--- src/rtl/snd_dma_pkg.sv ---
// Shared definitions for the sound DMA address generator: register map,
// FSM encoding, byte-field widths and the address-to-byte read helper.
package snd_dma_pkg;

   localparam logic [3:0] IDX_CTRL      = 4'd0;
   localparam logic [3:0] IDX_START_HI  = 4'd1;
   localparam logic [3:0] IDX_START_MID = 4'd2;
   localparam logic [3:0] IDX_START_LO  = 4'd3;
   localparam logic [3:0] IDX_CNT_HI    = 4'd4;
   localparam logic [3:0] IDX_CNT_MID   = 4'd5;
   localparam logic [3:0] IDX_CNT_LO    = 4'd6;
   localparam logic [3:0] IDX_END_HI    = 4'd7;
   localparam logic [3:0] IDX_END_MID   = 4'd8;
   localparam logic [3:0] IDX_END_LO    = 4'd9;

   localparam int HI_W  = 6;
   localparam int MID_W = 8;
   localparam int LO_W  = 7;

   typedef enum logic [1:0] {
      ST_IDLE  = 2'd0,
      ST_START = 2'd1,
      ST_RUN   = 2'd2
   } state_t;

   typedef enum logic [1:0] {
      BYTE_HI   = 2'd0,
      BYTE_MID  = 2'd1,
      BYTE_LO   = 2'd2,
      BYTE_NONE = 2'd3
   } byte_sel_t;

   // Word address [21:1] as seen through the odd-byte bus registers.
   function automatic logic [7:0] addr_byte(input logic [21:1] a, input byte_sel_t sel);
      logic [7:0] b;
      b = 8'h00;
      case (sel)
         BYTE_HI:  b = {{(8-HI_W){1'b0}}, a[21:16]};
         BYTE_MID: b = a[15:8];
         BYTE_LO:  b = {a[7:1], 1'b0};
         default:  b = 8'h00;
      endcase
      return b;
   endfunction

endpackage

--- src/rtl/snd_addr_reg.sv ---
// Byte-writable shadow copy of one frame address, with its own byte read mux.
module snd_addr_reg
   import snd_dma_pkg::*;
#(
   parameter int             AW       = 21,
   parameter logic [AW:1]    RST_ADDR = '0
) (
   input  logic          clk32,
   input  logic          porb,
   input  logic          we_hi,
   input  logic          we_mid,
   input  logic          we_lo,
   input  logic [7:0]    din,
   input  logic [1:0]    rd_sel,
   output logic [7:0]    dout,
   output logic [AW:1]   q
);

   logic [AW:1] r_q;

   always_ff @(posedge clk32 or negedge porb) begin
      if (!porb) begin
         r_q <= RST_ADDR;
      end else begin
         if (we_hi)  r_q[AW:16] <= din[AW-16:0];
         if (we_mid) r_q[15:8]  <= din;
         // Byte address bit 0 has no storage; only din[7:1] lands.
         if (we_lo)  r_q[7:1]   <= din[7:1];
      end
   end

   assign q    = r_q;
   assign dout = addr_byte(r_q, byte_sel_t'(rd_sel));

endmodule

--- src/rtl/snd_dma_addr.sv ---
// Sound DMA address generator: double-buffered frame start/end, running word
// counter and the IDLE/START/RUN sequencer feeding the MCU control stage.
module snd_dma_addr
   import snd_dma_pkg::*;
#(
   parameter int             AW       = 21,
   parameter logic [AW:1]    RST_ADDR = '0
) (
   input  logic          clk32,
   input  logic          porb,
   input  logic          resb,
   input  logic [3:0]    reg_idx,
   input  logic [7:0]    reg_din,
   input  logic          reg_we,
   output logic [7:0]    reg_dout,
   input  logic          snd_adv,
   input  logic          frame_rep,
   input  logic          frame_stop,
   output logic [AW:1]   snd,
   output logic [AW:1]   sft,
   output logic          sndon,
   output logic          sfrep,
   output logic          frame_done
);

   state_t        r_state, w_state_nxt;
   logic [AW:1]   r_snd, w_snd_nxt;
   logic [AW:1]   r_sft, w_sft_nxt;
   logic          r_sndon, w_sndon_nxt;
   logic          r_sfrep, w_sfrep_nxt;
   logic          r_frame_done, w_fd_nxt;

   logic          w_ctrl_we;
   byte_sel_t     w_sel;
   logic [AW:1]   w_sst_sh, w_sft_sh;
   logic [7:0]    w_start_dout, w_end_dout;

   assign w_ctrl_we = reg_we && (reg_idx == IDX_CTRL);

   always_comb begin
      w_sel = BYTE_NONE;
      case (reg_idx)
         IDX_START_HI,  IDX_CNT_HI,  IDX_END_HI:  w_sel = BYTE_HI;
         IDX_START_MID, IDX_CNT_MID, IDX_END_MID: w_sel = BYTE_MID;
         IDX_START_LO,  IDX_CNT_LO,  IDX_END_LO:  w_sel = BYTE_LO;
         default:                                 w_sel = BYTE_NONE;
      endcase
   end

   snd_addr_reg #(.AW(AW), .RST_ADDR(RST_ADDR)) u_start (
      .clk32  (clk32),
      .porb   (porb),
      .we_hi  (reg_we && (reg_idx == IDX_START_HI)),
      .we_mid (reg_we && (reg_idx == IDX_START_MID)),
      .we_lo  (reg_we && (reg_idx == IDX_START_LO)),
      .din    (reg_din),
      .rd_sel (w_sel),
      .dout   (w_start_dout),
      .q      (w_sst_sh)
   );

   snd_addr_reg #(.AW(AW), .RST_ADDR(RST_ADDR)) u_end (
      .clk32  (clk32),
      .porb   (porb),
      .we_hi  (reg_we && (reg_idx == IDX_END_HI)),
      .we_mid (reg_we && (reg_idx == IDX_END_MID)),
      .we_lo  (reg_we && (reg_idx == IDX_END_LO)),
      .din    (reg_din),
      .rd_sel (w_sel),
      .dout   (w_end_dout),
      .q      (w_sft_sh)
   );

   always_comb begin
      reg_dout = 8'h00;
      case (reg_idx)
         IDX_CTRL:                                 reg_dout = {6'b0, r_sfrep, r_sndon};
         IDX_START_HI, IDX_START_MID, IDX_START_LO: reg_dout = w_start_dout;
         IDX_CNT_HI,   IDX_CNT_MID,   IDX_CNT_LO:   reg_dout = addr_byte(r_snd, w_sel);
         IDX_END_HI,   IDX_END_MID,   IDX_END_LO:   reg_dout = w_end_dout;
         default:                                  reg_dout = 8'h00;
      endcase
   end

   // The frame start is latched straight into the counter on reload; nothing
   // else consumes a working copy of it, so only the end address is held.
   always_comb begin
      w_state_nxt = r_state;
      w_snd_nxt   = r_snd;
      w_sft_nxt   = r_sft;
      w_sndon_nxt = r_sndon;
      w_sfrep_nxt = r_sfrep;
      w_fd_nxt    = 1'b0;
      if (!resb) begin
         w_state_nxt = ST_IDLE;
         w_sndon_nxt = 1'b0;
         w_sfrep_nxt = 1'b0;
      end else begin
         if (w_ctrl_we) w_sfrep_nxt = reg_din[1];
         case (r_state)
            ST_IDLE: begin
               if (w_ctrl_we && reg_din[0]) begin
                  w_sndon_nxt = 1'b1;
                  w_state_nxt = ST_START;
               end
            end
            ST_START: begin
               if (w_ctrl_we && !reg_din[0]) begin
                  w_sndon_nxt = 1'b0;
                  w_state_nxt = ST_IDLE;
               end else begin
                  w_snd_nxt   = w_sst_sh;
                  w_sft_nxt   = w_sft_sh;
                  w_state_nxt = ST_RUN;
               end
            end
            ST_RUN: begin
               if (frame_stop) begin
                  w_sndon_nxt = 1'b0;
                  w_state_nxt = ST_IDLE;
                  w_fd_nxt    = 1'b1;
               end else if (w_ctrl_we && !reg_din[0]) begin
                  w_sndon_nxt = 1'b0;
                  w_state_nxt = ST_IDLE;
               end else if (frame_rep) begin
                  w_snd_nxt = w_sst_sh;
                  w_sft_nxt = w_sft_sh;
                  w_fd_nxt  = 1'b1;
               end else if (snd_adv) begin
                  w_snd_nxt = r_snd + 1'b1;
               end
            end
            default: w_state_nxt = ST_IDLE;
         endcase
      end
   end

   always_ff @(posedge clk32 or negedge porb) begin
      if (!porb) begin
         r_state      <= ST_IDLE;
         r_snd        <= RST_ADDR;
         r_sft        <= RST_ADDR;
         r_sndon      <= 1'b0;
         r_sfrep      <= 1'b0;
         r_frame_done <= 1'b0;
      end else begin
         r_state      <= w_state_nxt;
         r_snd        <= w_snd_nxt;
         r_sft        <= w_sft_nxt;
         r_sndon      <= w_sndon_nxt;
         r_sfrep      <= w_sfrep_nxt;
         r_frame_done <= w_fd_nxt;
      end
   end

   assign snd        = r_snd;
   assign sft        = r_sft;
   assign sndon      = r_sndon;
   assign sfrep      = r_sfrep;
   assign frame_done = r_frame_done;

endmodule

--- config.mk ---
export PLATFORM = sky130hd
export DESIGN_NAME = snd_dma_addr
export DESIGN_NICKNAME = d
export VERILOG_FILES = /design/src/rtl/snd_dma_pkg.sv /design/src/rtl/snd_addr_reg.sv /design/src/rtl/snd_dma_addr.sv
export SDC_FILE = /design/constraint.sdc
export NUM_CORES = 1
export LEC_CHECK = 0
export BUFFER_PORTS_ARGS = -buffer_cell sky130_fd_sc_hd__buf_2
export CELL_PAD_IN_SITES_DETAIL_PLACEMENT = 1
export CELL_PAD_IN_SITES_GLOBAL_PLACEMENT = 2
export CORE_AREA = 4 4 122 124
export DETAILED_ROUTE_END_ITERATION = 10
export DIE_AREA = 0 0 126 128
export PLACE_DENSITY = 0.73
export SKIP_LAST_GASP = 1
export SLEW_MARGIN = 20
export SYNTH_ARGS = -nofsm -noshare
export SYNTH_HDL_FRONTEND = slang
export SYNTH_SLANG_ARGS = --single-unit
--- constraint.sdc ---
create_clock -name clk32 -period 2.76 [get_ports clk32]
set_clock_uncertainty 0.1 [all_clocks]
set_input_delay 0.414 -clock clk32 [delete_from_list [all_inputs] [get_ports clk32]]
set_output_delay 0.414 -clock clk32 [all_outputs]
set_load 0.02 [all_outputs]
## Yosys cells after proc, flatten, opt, wreduce, memory -nomap -nowiden

Memories as Yosys holds them, arrays and structs flattened.
Cells that the tools add are included.
Widths: inputs -> output; s select.

- Add/sub/neg operators: 1
- Equal/unequal tests: 22
- Mux-type cells: 33
- Reduce and logical (&&, ||, !) cells: 21

Operators by type and width:

| kind | number |
|---|---|
| $mux 21 | 9 |
| $pmux 21 s2 | 2 |
| $pmux 8 s3 | 3 |
| $pmux 8 s4 | 1 |
| $add 21x1->21 const B | 1 |
| $eq 4x3->1 const B | 4 |
| $reduce_and 6->1 | 2 |
| $mux 1 | 11 |
| $mux 2 | 5 |
| $logic_and 1x1->1 | 9 |
| $reduce_or 3->1 | 3 |
| $eq 4x2->1 const B | 2 |
| $eq 4x4->1 const B | 2 |
| $ne 2x2->1 const B | 4 |
| $ne 3x3->1 const B | 2 |
| $pmux 2 s3 | 1 |
| $eq 2x1->1 const B | 2 |
| $eq 2x2->1 const B | 2 |
| $eq 4x1->1 const B | 1 |
| $logic_not 2->1 | 2 |
| $logic_not 4->1 | 1 |
| $ne 4x1->1 const B | 1 |
| $ne 4x4->1 const B | 1 |
| $reduce_and 2->1 | 2 |
| 4 further kinds | 4 |

- Register bits after elaboration: 89
- ROM bits: 32
- Output and inout bits: 53
- Logic and storage cells: 90
- Memories kept: 1

Memory list:

| name | words | bits a word | rd ports | clocked after Yosys merged registers in | wr ports | line | source |
|---|---|---|---|---|---|---|---|
| (name not given) | 16 | 2 | 1 | 0 | 0 | snd_dma_addr.sv:42 | `case (reg_idx)` |

## Logic depth before layout (Yosys ltp)

Gate-level depths: netlist (run 1).

- Word-level depth: 7
- Depth in mapped cells: 9

## Hierarchy

From an unflattened synthesis (run 1), not the netlist that was laid out.

- Cells, all modules: 446
- Area, all modules: 4,944.7 sq um

Modules (own cells, without submodules):

| module | times used | cells an instance | area each (sq um) | seq. area each (sq um) |
|---|---|---|---|---|
| snd_dma_addr | 1 | 318 | 3,020.4 | 1,176.1 |
| snd_addr_reg | 2 | 64 | 962.2 | 525.5 |

## Worst setup path before layout (run 1)

No wires, ideal clock.

- Path type: input to output
- Start: in reg_idx[0]
- End: out reg_dout[6]
- Arrival time: 2,222 ps
- Setup slack: 24 ps
- Stages: 9
- Path buffers: 2
- Path through: inv_1 -> ha_1 -> buf_6 -> or4_4 -> and3_1 -> buf_6 -> nor2_4 -> a22oi_1 -> o221ai_1

- Longest elaborated chain between the ends: 4
- Elaborated cells between the ends (all ways): 21

RTL lines:

| element | line | source |
|---|---|---|
| start, declared | snd_dma_addr.sv:12 | `input logic [3:0] reg_idx,` |
| $mem_v2 16x2 | -- |  |
| $eq 2x2->1 (tied with other cells) | snd_dma_pkg.sv:37 | `case (sel)` |
| $pmux 8 s3 | snd_dma_pkg.sv:37 |  |
| $pmux 8 s4 * | snd_dma_addr.sv:76 | `case (reg_idx)` |
| end, declared | snd_dma_addr.sv:15 | `output logic [7:0] reg_dout,` |

Mark *: on every way between the ends. The rest lies on a longest branch, timed or not.

## Worst setup path in the final report (run 1)

- Start: in reg_idx[1]
- End: out reg_dout[0]

Same word-level chain as after synthesis.

==> results_tabular.tex, run 1 <==
\begin{tabular}{lr}
\hline
Metric & Value \\
\hline
\multicolumn{2}{l}{\textbf{Run status}} \\
\quad Result of the run & finished with violations \\
\quad Failing checks & negative setup slack \\
\multicolumn{2}{l}{\textbf{STA}} \\
\quad Final clock period utilization by the worst path & 101\% \\
\quad Relative slew margins & 61.5\% \\
\quad Final TNS setup & -52.5 ps \\
\quad Count of final setup violators & 3 \\
\quad Final number of hold-violating endpoints & 0 \\
\quad Worst setup slack after layout & -28.2 ps \\
\quad Unrepaired setup endpoints after global routing & yes \\
\quad Hold Slack & 261 ps \\
\quad Highest achievable clock rate & 359 MHz \\
\quad Slew @ Worst Pin & 578 ps \\
\quad Number of pins with negative max-slew slack in the final report & 0 \\
\quad Clock period minus worst slack & 2790 ps \\
\multicolumn{2}{l}{\textbf{Clock network}} \\
\quad Latest clock arrival within the worst-skew pair & 350 ps \\
\quad H-tree lvl count & 3 \\
\quad Clock tree from TritonCTS & built \\
\quad Clock-pin slew on the worst setup and hold paths & 70 ps \\
\quad Number of buffers added by the clock tree synthesis step & 9 \\
\quad Buffers from clock root to sink, at most & 2 \\
\quad Number of sinks handled by clock tree synthesis & 89 \\
\quad Clock root buffer & sky130\_fd\_sc\_hd\_\_clkbuf\_16 \\
\multicolumn{2}{l}{\textbf{Detailed routing}} \\
\quad Routed Antenna Nets & 0 \\
\quad Detailed-router iteration count before antenna repair & 5 \\
\quad Final routed DRC violation total & 0 \\
\quad Via/cell ratio & 5.67 \\
\quad Routed wire per std cell & 21.1 um \\
\quad Routed via count & 4,079 \\
\quad Wirelength, routed & 15.2 mm \\
\quad Detailed Route Iter0 Violations & 278 \\
\multicolumn{2}{l}{\textbf{Die}} \\
\quad IO Pins & 72 \\
\quad Die outline width & 126 um \\
\quad Row cnt & 43 \\
\quad Vertical die dimension & 128 um \\
\quad Core box area & 13,800 sq um \\
\quad Die Area & 16,100 sq um \\
\quad Effective utilization at floorplan & 34.6\% \\
\multicolumn{2}{l}{\textbf{Cells and area}} \\
\quad Layout cells sized above 1 & 38.6\% \\
\quad Area of the multi-input gates & 2490 sq um \\
\quad Most common cell after layout, fill and taps aside & sky130\_fd\_sc\_hd\_\_dfrtp\_1 \\
\quad Util after Layout & 43.4\% \\
\quad Inserted Diodes & 0 \\
\quad Commonest cells after routing, fill and taps aside & sky130\_fd\_sc\_hd\_\_dfrtp\_1, sky130\_fd\_sc\_hd\_\_mux2\_2, sky130\_fd\_sc\_hd\_\_buf\_2 \\
\quad Fill count & 1,556 \\
\quad Sequential Area & 2230 sq um \\
\quad Count of nets after finishing & 562 \\
\quad Area Growth Syn to Fin & 25.4\% \\
\multicolumn{2}{l}{\textbf{Yosys}} \\
\quad Fraction of synthesis flops using an asynchronous set or reset pin & 100\% \\
\quad Cell accounting for the most synthesized area & sky130\_fd\_sc\_hd\_\_dfrtp\_1 \\
\quad Cells taking the most area after synthesis & sky130\_fd\_sc\_hd\_\_dfrtp\_1, sky130\_fd\_sc\_hd\_\_mux2\_2, sky130\_fd\_sc\_hd\_\_mux2i\_1 \\
\quad Fraction of post-synthesis cell area in the top cell type by area & 46.7\% \\
\quad Synth Register Bits & 89 \\
\quad Portion of the post-synthesis area used by sequential elements & 46.7\% \\
\quad Count of synthesis-stage warnings from yosys & 0 \\
\quad Number of library cell types mapped by synthesis & 52 \\
\quad Commonest register cell after synthesis & sky130\_fd\_sc\_hd\_\_dfrtp\_1 \\
\quad Cell Area, Synth & 4770 sq um \\
\quad Synthesized netlist cell count & 444 \\
\quad Syn\_area\_per\_cell & 10.7 sq um \\
\quad Total nets after synthesis & 472 \\
\quad Count of flip-flops with a built-in enable after synthesis & 0 \\
\multicolumn{2}{l}{\textbf{Power and ir drop}} \\
\quad Leakage power summed over all cells & 0.00270 uW \\
\quad Maximum vdd ir drop & 280 uV \\
\quad Power Density & 713 nW/um\^{}2 \\
\multicolumn{2}{l}{\textbf{Critical path}} \\
\quad Worst path buffer plus inverter count & 4 \\
\quad Cell type of the slowest stage on the worst timing path & sky130\_fd\_sc\_hd\_\_or4\_4 \\
\quad Largest incremental delay on the critical path & 540 ps \\
\quad Endpoint class of the critical path & output pin \\
\quad Required time reported for the critical path endpoint & 2250 ps \\
\quad Worst Path Class, Setup & in2out \\
\quad Cell breakdown of the critical path & buf\_6 > buf\_6 > ha\_4 > or4\_4 > buf\_6 > nand3\_4 > mux2i\_1 > o22ai\_1 > a211o\_1 > buf\_6 \\
\quad Data arrival time of the critical path & 2270 ps \\
\quad Critical Path Most Common Cell & sky130\_fd\_sc\_hd\_\_buf\_6 \\
\quad Critical path launch point type & input port \\
\quad Largest delay share family, worst path & simple AND/OR/NAND/NOR gates \\
\quad Worst-path fanout max & 7 \\
\multicolumn{2}{l}{\textbf{Placement}} \\
\quad Count of buffers inserted at the top-level ports & 71 \\
\quad Post-DP HPWL & 11.3 mm \\
\quad Gp weighted congestion & 0.849 \\
\multicolumn{2}{l}{\textbf{Min path}} \\
\quad Class of the tightest hold or removal check & in2reg \\
\multicolumn{2}{l}{\textbf{Global route}} \\
\quad GRT Resource Usage Total & 19.2\% \\
\quad Via count of the first global-routing pass & 4,204 \\
\quad Wire length of the first global-routing pass & 24.1 mm \\
\quad Initial antenna violation count & 0 \\
\quad GRT overflow & 0 \\
\quad Largest net degree at the start of global routing & 50 \\
\multicolumn{2}{l}{\textbf{Flow run}} \\
\quad Max-Cap Viols & 0 \\
\hline
\end{tabular}
==> tightest hold or removal path: stages <==
cell	delay [ps]
sky130_fd_sc_hd__buf_2	130
sky130_fd_sc_hd__a21oi_1	50
sky130_fd_sc_hd__nor2_1	80
==> per-stage QoR <==
step / worst slack [ps] / power [uW] / instances / cell area [sq um]
after floorplan: 24.0 / 2510 / 444 / 4770
after global placement: -101 / 3000 / 699 / 5500
after detailed placement: -202 / 3040 / 699 / 5500
after CTS: -37.3 / 4280 / 718 / 5890
after global routing: -86.4 / 4510 / 719 / 5980
final: -28.2 / 4270 / 719 / 5980
==> area by class of cell <==
| type | count | share of cell area [%] |
|---|---|---|
| clock inverters | 6 | 0.878 |
| repair buffers | 108 | 12.1 |
| well taps | 180 | 3.76 |
| clock buffers | 10 | 3.83 |
| flip-flops and latches | 89 | 37.2 |
| multi-input cells | 318 | 41.7 |
| inverters | 8 | 0.502 |
==> flip-flops by register name, indices dropped and copies added, names as in the netlist <==
name / cells
frame_done: 1
r_state: 2
sfrep: 1
sft: 21
snd: 21
sndon: 1
u_end.q: 21
u_start.q: 21
==> cells by family after synthesis <==
kind of cell    count (synthesis)  share of synthesized area, %
flops                          89                          46.7
compound gates                115                          16.4
mux                            81                          18.6
buf+inv                        37                          3.57
simple gates                  113                          12.3
fa+ha+maj                       9                          2.36
==> synth_stat cells, types with 5 or more instances <==
library cell	number
sky130_fd_sc_hd__a21oi_1	24
sky130_fd_sc_hd__a22oi_1	6
sky130_fd_sc_hd__a2bb2oi_1	8
sky130_fd_sc_hd__buf_2	6
sky130_fd_sc_hd__clkbuf_1	19
sky130_fd_sc_hd__dfrtp_1	89
sky130_fd_sc_hd__ha_1	9
sky130_fd_sc_hd__inv_1	8
sky130_fd_sc_hd__mux2_2	62
sky130_fd_sc_hd__mux2i_1	19
sky130_fd_sc_hd__nand2_1	35
sky130_fd_sc_hd__nand3_1	12
sky130_fd_sc_hd__nand4_1	12
sky130_fd_sc_hd__nor2_1	20
sky130_fd_sc_hd__nor2b_1	5
sky130_fd_sc_hd__o21ai_0	22
sky130_fd_sc_hd__o221ai_1	5
sky130_fd_sc_hd__o22a_1	7
sky130_fd_sc_hd__o22ai_1	10
==> path summary, 6_finish.rpt <==
kind	startpoint	slack, ps	cells past startpoint	to
worst max-delay path	reg_idx[1]	-30	10	reg_dout[0]
worst min-delay path	frame_stop	260	3	frame_done
worst max register to register	snd[1]	550	6	snd[21]
worst min register to register	sft[18]	400	1	sft[18]
max in group asynchronous	porb	1380	3	snd[19]
min in group asynchronous	porb	510	2	sft[12]
==> power by group <==
part	internal, uW	switching, uW
combinational	528	596
clock	622	555
sequential	1580	383
total	2730	1530
==> repair_timing <==
action | CTS | global route
pin swaps | 6 | 9
setup endpoints to repair | 8 | 8
gates resized for setup | 21 | 19
hold endpoints to repair | 40 | 0
hold buffers | 1 | 0
buffers inserted | 2 | 1
==> routing by layer <==
layer,GRT usage [%],vias to the layer above,part of all wire (%)
met5,0,-,0
met4,5.87,0,1.5
met3,2.79,15,3.3
met2,33.4,72,51
met1,24.9,2132,44
li1,-,1860,-
Note: power is estimated with default switching activity, not from simulation.
==> run 2, diff against run 1 <==
--- a/config.mk
+++ b/config.mk
@@ -8,10 +8,10 @@
 export BUFFER_PORTS_ARGS = -buffer_cell sky130_fd_sc_hd__buf_2
 export CELL_PAD_IN_SITES_DETAIL_PLACEMENT = 1
 export CELL_PAD_IN_SITES_GLOBAL_PLACEMENT = 2
-export CORE_AREA = 4 4 122 124
+export CORE_AREA = 4 4 119 121
 export DETAILED_ROUTE_END_ITERATION = 10
-export DIE_AREA = 0 0 126 128
-export PLACE_DENSITY = 0.73
+export DIE_AREA = 0 0 123 125
+export PLACE_DENSITY = 0.77
 export SKIP_LAST_GASP = 1
 export SLEW_MARGIN = 20
 export SYNTH_ARGS = -nofsm -noshare
==> results_tabular.tex, run 2 (same netlist as run 1, synthesis figures left out) <==
\begin{tabular}{lr}
\hline
Metric & Value \\
\hline
\multicolumn{2}{l}{\textbf{Critical path}} \\
\quad Worst Path Class, Setup & in2out \\
\quad Required time reported for the critical path endpoint & 2250 ps \\
\quad Largest incremental delay on the critical path & 550 ps \\
\quad Data arrival time of the critical path & 2220 ps \\
\quad Endpoint class of the critical path & output pin \\
\quad Critical path launch point type & input port \\
\quad Worst path buffer plus inverter count & 3 \\
\quad Cell breakdown of the critical path & buf\_6 > inv\_4 > ha\_4 > or4\_4 > nand3\_4 > mux2i\_2 > o22ai\_1 > a211o\_1 > buf\_6 \\
\quad Worst-path fanout max & 6 \\
\quad Cell type of the slowest stage on the worst timing path & sky130\_fd\_sc\_hd\_\_or4\_4 \\
\quad Critical Path Most Common Cell & sky130\_fd\_sc\_hd\_\_buf\_6 \\
\quad Largest delay share family, worst path & simple AND/OR/NAND/NOR gates \\
\multicolumn{2}{l}{\textbf{STA}} \\
\quad Final number of hold-violating endpoints & 0 \\
\quad Clock period minus worst slack & 2730 ps \\
\quad Slew @ Worst Pin & 573 ps \\
\quad Relative slew margins & 61.5\% \\
\quad Final clock period utilization by the worst path & 98.9\% \\
\quad Number of pins with negative max-slew slack in the final report & 0 \\
\quad Hold Slack & 256 ps \\
\quad Count of final setup violators & 0 \\
\quad Highest achievable clock rate & 366 MHz \\
\multicolumn{2}{l}{\textbf{Clock network}} \\
\quad Number of buffers added by the clock tree synthesis step & 9 \\
\quad Number of sinks handled by clock tree synthesis & 89 \\
\quad Clock-pin slew on the worst setup and hold paths & 70 ps \\
\quad H-tree lvl count & 3 \\
\quad Clock tree from TritonCTS & built \\
\quad Latest clock arrival within the worst-skew pair & 350 ps \\
\quad Buffers from clock root to sink, at most & 2 \\
\quad Clock root buffer & sky130\_fd\_sc\_hd\_\_clkbuf\_16 \\
\multicolumn{2}{l}{\textbf{Detailed routing}} \\
\quad Via/cell ratio & 5.65 \\
\quad Routed via count & 4,084 \\
\quad Routed wire per std cell & 21.1 um \\
\quad Final routed DRC violation total & 0 \\
\quad Wirelength, routed & 15.2 mm \\
\quad Detailed Route Iter0 Violations & 189 \\
\quad Routed Antenna Nets & 0 \\
\quad Detailed-router iteration count before antenna repair & 5 \\
\multicolumn{2}{l}{\textbf{Cells and area}} \\
\quad Commonest cells after routing, fill and taps aside & sky130\_fd\_sc\_hd\_\_dfrtp\_1, sky130\_fd\_sc\_hd\_\_mux2\_2, sky130\_fd\_sc\_hd\_\_buf\_2 \\
\quad Area Growth Syn to Fin & 27.3\% \\
\quad Layout cells sized above 1 & 40.2\% \\
\quad Count of nets after finishing & 570 \\
\quad Most common cell after layout, fill and taps aside & sky130\_fd\_sc\_hd\_\_dfrtp\_1 \\
\quad Inserted Diodes & 0 \\
\quad Non-filler cells, final & 723 \\
\multicolumn{2}{l}{\textbf{Die}} \\
\quad Vertical die dimension & 125 um \\
\quad Effective utilization at floorplan & 36.5\% \\
\quad IO Pins & 72 \\
\quad Die Area & 15,400 sq um \\
\quad Core box area & 13,100 sq um \\
\quad Row cnt & 42 \\
\quad Die outline width & 123 um \\
\multicolumn{2}{l}{\textbf{Global route}} \\
\quad Met1 Track Usage GR & 27.6\% \\
\quad GRT overflow & 0 \\
\quad GRT Max-Usage Layer & met2 \\
\quad Met2 usage in global routing & 34.2\% \\
\quad Initial antenna violation count & 0 \\
\quad GRT Resource Usage Total & 20.6\% \\
\quad Wire length of the first global-routing pass & 24.7 mm \\
\quad Met3 Use GR & 2.94\% \\
\quad Largest net degree at the start of global routing & 44 \\
\quad Via count of the first global-routing pass & 4,298 \\
\multicolumn{2}{l}{\textbf{Min path}} \\
\quad Class of the tightest hold or removal check & in2reg \\
\multicolumn{2}{l}{\textbf{Placement}} \\
\quad Post-DP HPWL & 11.3 mm \\
\quad Count of buffers inserted at the top-level ports & 71 \\
\quad Gp weighted congestion & 0.830 \\
\quad Number of placed instances, taps included & 696 \\
\multicolumn{2}{l}{\textbf{Power and ir drop}} \\
\quad Maximum vdd ir drop & 309 uV \\
\quad Power Density & 720 nW/um\^{}2 \\
\quad Leakage power summed over all cells & 0.00276 uW \\
\multicolumn{2}{l}{\textbf{Flow run}} \\
\quad Max-Cap Viols & 0 \\
\multicolumn{2}{l}{\textbf{Run status}} \\
\quad Result of the run & complete, no violations \\
\hline
\end{tabular}
==> run 2: area by class of cell <==
type                       count  area [sq um]
multi-input combinational    318          2500
inverter                       8          32.5
fill                        1446          7010
sequential                    89          2230
clock inverter                 7          77.6
clock buffer                   9           225
tap                          176           220
timing repair buffer         116           791
==> run 2: power breakdown <==
part / internal [uW] / switching, uW
sequential: 1580 / 370
clock: 710 / 562
combinational: 533 / 611
==> run 2: repair_timing <==
item                                    in CTS  in global routing
endpoints found under the hold margin       20                  0
gates resized for setup                     18                 33
endpoints found under the setup margin       8                  8
buffers inserted                             7                  3
pin swaps                                    8                 13
hold buffers                                 1                  0
==> run 2: path summary, 6_finish.rpt <==
check / slack (ps) / start / cells after the start / end
max: 30 / reg_idx[0] / 9 / reg_dout[0]
min: 260 / resb / 3 / frame_done
max reg2reg: 490 / snd[5] / 5 / snd[19]
min reg2reg: 400 / sft[15] / 1 / sft[15]
max in group asynchronous: 1480 / porb / 3 / snd[2]
min in group asynchronous: 400 / porb / 2 / sft[6]
==> run 2: metal layers <==
layer,vias to the layer above,wire length (um)
li1,1864,-
met1,2133,6720
met4,0,274
met2,72,7670
met3,15,573
met5,-,0
==> run 2: stage by stage <==
step	setup WS [ps]	total power, uW	setup TNS, ps	utilization, %	instance area (sq um)
4_1_cts	2.61	4360	0	45.2	5920
6_report	29.4	4370	0	46.4	6070
5_1_grt	-3.24	4600	-3.24	46.4	6070
3_3_place_gp	-90.2	3000	-464	42.0	5490
3_5_place_dp	-159	3040	-937	42.0	5490
2_1_floorplan	24.0	2510	0	-	4770
==> run 2: worst min-delay path: stages <==
cell and delay, ps:
sky130_fd_sc_hd__buf_2 150, sky130_fd_sc_hd__nand2_1 70, sky130_fd_sc_hd__nor2_1 40
==> run 3, diff against run 2 <==
--- a/config.mk
+++ b/config.mk
@@ -8,9 +8,10 @@
 export BUFFER_PORTS_ARGS = -buffer_cell sky130_fd_sc_hd__buf_2
 export CELL_PAD_IN_SITES_DETAIL_PLACEMENT = 1
 export CELL_PAD_IN_SITES_GLOBAL_PLACEMENT = 2
-export CORE_AREA = 4 4 119 121
+export CORE_AREA = 2 2 117 119
 export DETAILED_ROUTE_END_ITERATION = 10
-export DIE_AREA = 0 0 123 125
+export DIE_AREA = 0 0 119 121
+export HOLD_SLACK_MARGIN = 0.03
 export PLACE_DENSITY = 0.77
 export SKIP_LAST_GASP = 1
 export SLEW_MARGIN = 20
==> results_tabular.tex, run 3 (same netlist as run 1, synthesis figures left out) <==
\begin{tabular}{lr}
\hline
Metric & Value \\
\hline
\multicolumn{2}{l}{\textbf{Cells and area}} \\
\quad Non-filler cells, final & 719 \\
\quad Most common cell after layout, fill and taps aside & sky130\_fd\_sc\_hd\_\_dfrtp\_1 \\
\quad Count of nets after finishing & 566 \\
\quad Area Growth Syn to Fin & 25.9\% \\
\quad Commonest cells after routing, fill and taps aside & sky130\_fd\_sc\_hd\_\_dfrtp\_1, sky130\_fd\_sc\_hd\_\_buf\_2, sky130\_fd\_sc\_hd\_\_mux2\_2 \\
\quad Layout cells sized above 1 & 38.3\% \\
\quad Inserted Diodes & 0 \\
\multicolumn{2}{l}{\textbf{Detailed routing}} \\
\quad Via/cell ratio & 5.70 \\
\quad Detailed Route Iter0 Violations & 284 \\
\quad Routed wire per std cell & 21.3 um \\
\quad Wirelength, routed & 15.3 mm \\
\quad Detailed-router iteration count before antenna repair & 4 \\
\quad Routed Antenna Nets & 0 \\
\quad Routed via count & 4,098 \\
\quad Final routed DRC violation total & 0 \\
\multicolumn{2}{l}{\textbf{Power and ir drop}} \\
\quad Design internal power & 2830 uW \\
\quad Reg power frac & 44.5\% \\
\quad Sw frac & 35.9\% \\
\quad Maximum vdd ir drop & 388 uV \\
\quad Leakage power summed over all cells & 0.00275 uW \\
\quad Power Density & 734 nW/um\^{}2 \\
\quad Net switching power of the design & 1580 uW \\
\quad Portion of total power attributed to combinational logic & 25.2\% \\
\quad Power share of the clock group & 30.3\% \\
\quad Final Power & 4410 uW \\
\multicolumn{2}{l}{\textbf{STA}} \\
\quad Clock period minus worst slack & 2730 ps \\
\quad Unrepaired setup endpoints after global routing & yes \\
\quad Number of pins with negative max-slew slack in the final report & 0 \\
\quad Final TNS setup & 0 ps \\
\quad Highest achievable clock rate & 366 MHz \\
\quad Final number of hold-violating endpoints & 0 \\
\quad Count of final setup violators & 0 \\
\quad Slew @ Worst Pin & 591 ps \\
\quad Final clock period utilization by the worst path & 99.1\% \\
\quad Relative slew margins & 60.4\% \\
\multicolumn{2}{l}{\textbf{Global route}} \\
\quad GRT Resource Usage Total & 21.6\% \\
\quad Met1 Track Usage GR & 28.1\% \\
\quad Met2 usage in global routing & 36.5\% \\
\quad GRT Max-Usage Layer & met2 \\
\quad Via count of the first global-routing pass & 4,243 \\
\quad Met3 Use GR & 3.05\% \\
\quad Wire length of the first global-routing pass & 23.8 mm \\
\quad Initial antenna violation count & 0 \\
\quad Largest net degree at the start of global routing & 49 \\
\quad GRT overflow & 0 \\
\multicolumn{2}{l}{\textbf{Placement}} \\
\quad Post-DP HPWL & 11.1 mm \\
\quad Count of buffers inserted at the top-level ports & 71 \\
\quad Number of placed instances, taps included & 695 \\
\quad Gp weighted congestion & 0.876 \\
\multicolumn{2}{l}{\textbf{Die}} \\
\quad Die outline width & 119 um \\
\quad Core box area & 13,100 sq um \\
\quad Die Area & 14,400 sq um \\
\quad Row cnt & 42 \\
\quad Vertical die dimension & 121 um \\
\quad IO Pins & 72 \\
\quad Effective utilization at floorplan & 36.5\% \\
\multicolumn{2}{l}{\textbf{Clock network}} \\
\quad Number of sinks handled by clock tree synthesis & 89 \\
\quad Number of buffers added by the clock tree synthesis step & 9 \\
\quad Clock-pin slew on the worst setup and hold paths & 70 ps \\
\quad Buffers from clock root to sink, at most & 2 \\
\quad Latest clock arrival within the worst-skew pair & 360 ps \\
\quad Clock root buffer & sky130\_fd\_sc\_hd\_\_clkbuf\_16 \\
\quad Clock tree from TritonCTS & built \\
\quad H-tree lvl count & 3 \\
\multicolumn{2}{l}{\textbf{Critical path}} \\
\quad Worst-path fanout max & 7 \\
\quad Data arrival time of the critical path & 2220 ps \\
\quad Critical path launch point type & input port \\
\quad Cell depth of the worst flop-to-flop path & 6 \\
\quad Endpoint class of the critical path & output pin \\
\quad Worst Path Class, Setup & in2out \\
\quad Required time reported for the critical path endpoint & 2250 ps \\
\multicolumn{2}{l}{\textbf{Min path}} \\
\quad Class of the tightest hold or removal check & in2reg \\
\quad Min-Delay Path Depth & 2 \\
\multicolumn{2}{l}{\textbf{Run status}} \\
\quad Result of the run & complete, no violations \\
\multicolumn{2}{l}{\textbf{Flow run}} \\
\quad Max-Cap Viols & 0 \\
\hline
\end{tabular}
[run 3: path summary, 6_finish.rpt]
kind,to,from,slack (ps)
setup / recovery,reg_dout[5],reg_idx[1],30
hold / removal,u_start.q[14],reg_din[6],260
setup reg to reg,snd[19],snd[1],440
hold reg to reg,sft[3],sft[3],400
max in group asynchronous,snd[3],porb,1400
min in group asynchronous,sft[13],porb,490
[run 3: what timing repair did]
item                                    in CTS  in global routing
gates resized for setup                     22                 11
hold buffers                                 1                  0
endpoints found under the setup margin       8                  8
endpoints found under the hold margin       41                  0
buffers inserted                             1                  6
pin swaps                                   10                  9
cloned                                       0                  0
[run 3: per-layer routing]
| metal | routed length (um) | vias up | share of wire [%] |
|---|---|---|---|
| li1 | - | 1867 | - |
| met2 | 7660 | 96 | 50 |
| met1 | 6810 | 2114 | 44 |
| met3 | 551 | 21 | 3.6 |
| met5 | 0 | - | 0 |
| met4 | 325 | 0 | 2.1 |
[run 3: layout make-up]
class	instances	area [sq um]
inverter	8	32.5
multi-input combinational	318	2460
fill	1435	7080
clock buffer	9	225
timing repair buffer	112	749
clock inverter	7	95.1
tap	176	220
sequential	89	2230
[run 3: through the flow]
| stage | hold WS [ps] | utilization (%) | area, sq um | setup WS [ps] |
|---|---|---|---|---|
| 2_1_floorplan | 18.4 | - | 4770 | 24.0 |
| 3_3_place_gp | 339 | 41.9 | 5480 | -84.2 |
| 3_5_place_dp | 352 | 41.9 | 5480 | -153 |
| 4_1_cts | 244 | 45.1 | 5910 | -10.2 |
| 5_1_grt | 261 | 45.9 | 6010 | -30.2 |
| 6_report | 256 | 45.9 | 6010 | 26.0 |
[run 3: worst max-delay path, cell delays in order]
cell                       delay [ps]
sky130_fd_sc_hd__buf_6            100
sky130_fd_sc_hd__buf_6            110
sky130_fd_sc_hd__ha_4             160
sky130_fd_sc_hd__buf_4            150
sky130_fd_sc_hd__o31a_1           390
sky130_fd_sc_hd__a222oi_1         370
sky130_fd_sc_hd__o22a_1           230
sky130_fd_sc_hd__o221ai_2         110
sky130_fd_sc_hd__buf_4            180
[run 3: power groups by stage]
stage               clock (uW)  combinational (uW)  sequential [uW]
global route              1420                1200             2000
detailed placement           0                1060             1980
global placement             0                1030             1970
floorplan                    0                 531             1980
finish                    1340                1110             1960
CTS                       1360                1100             1960
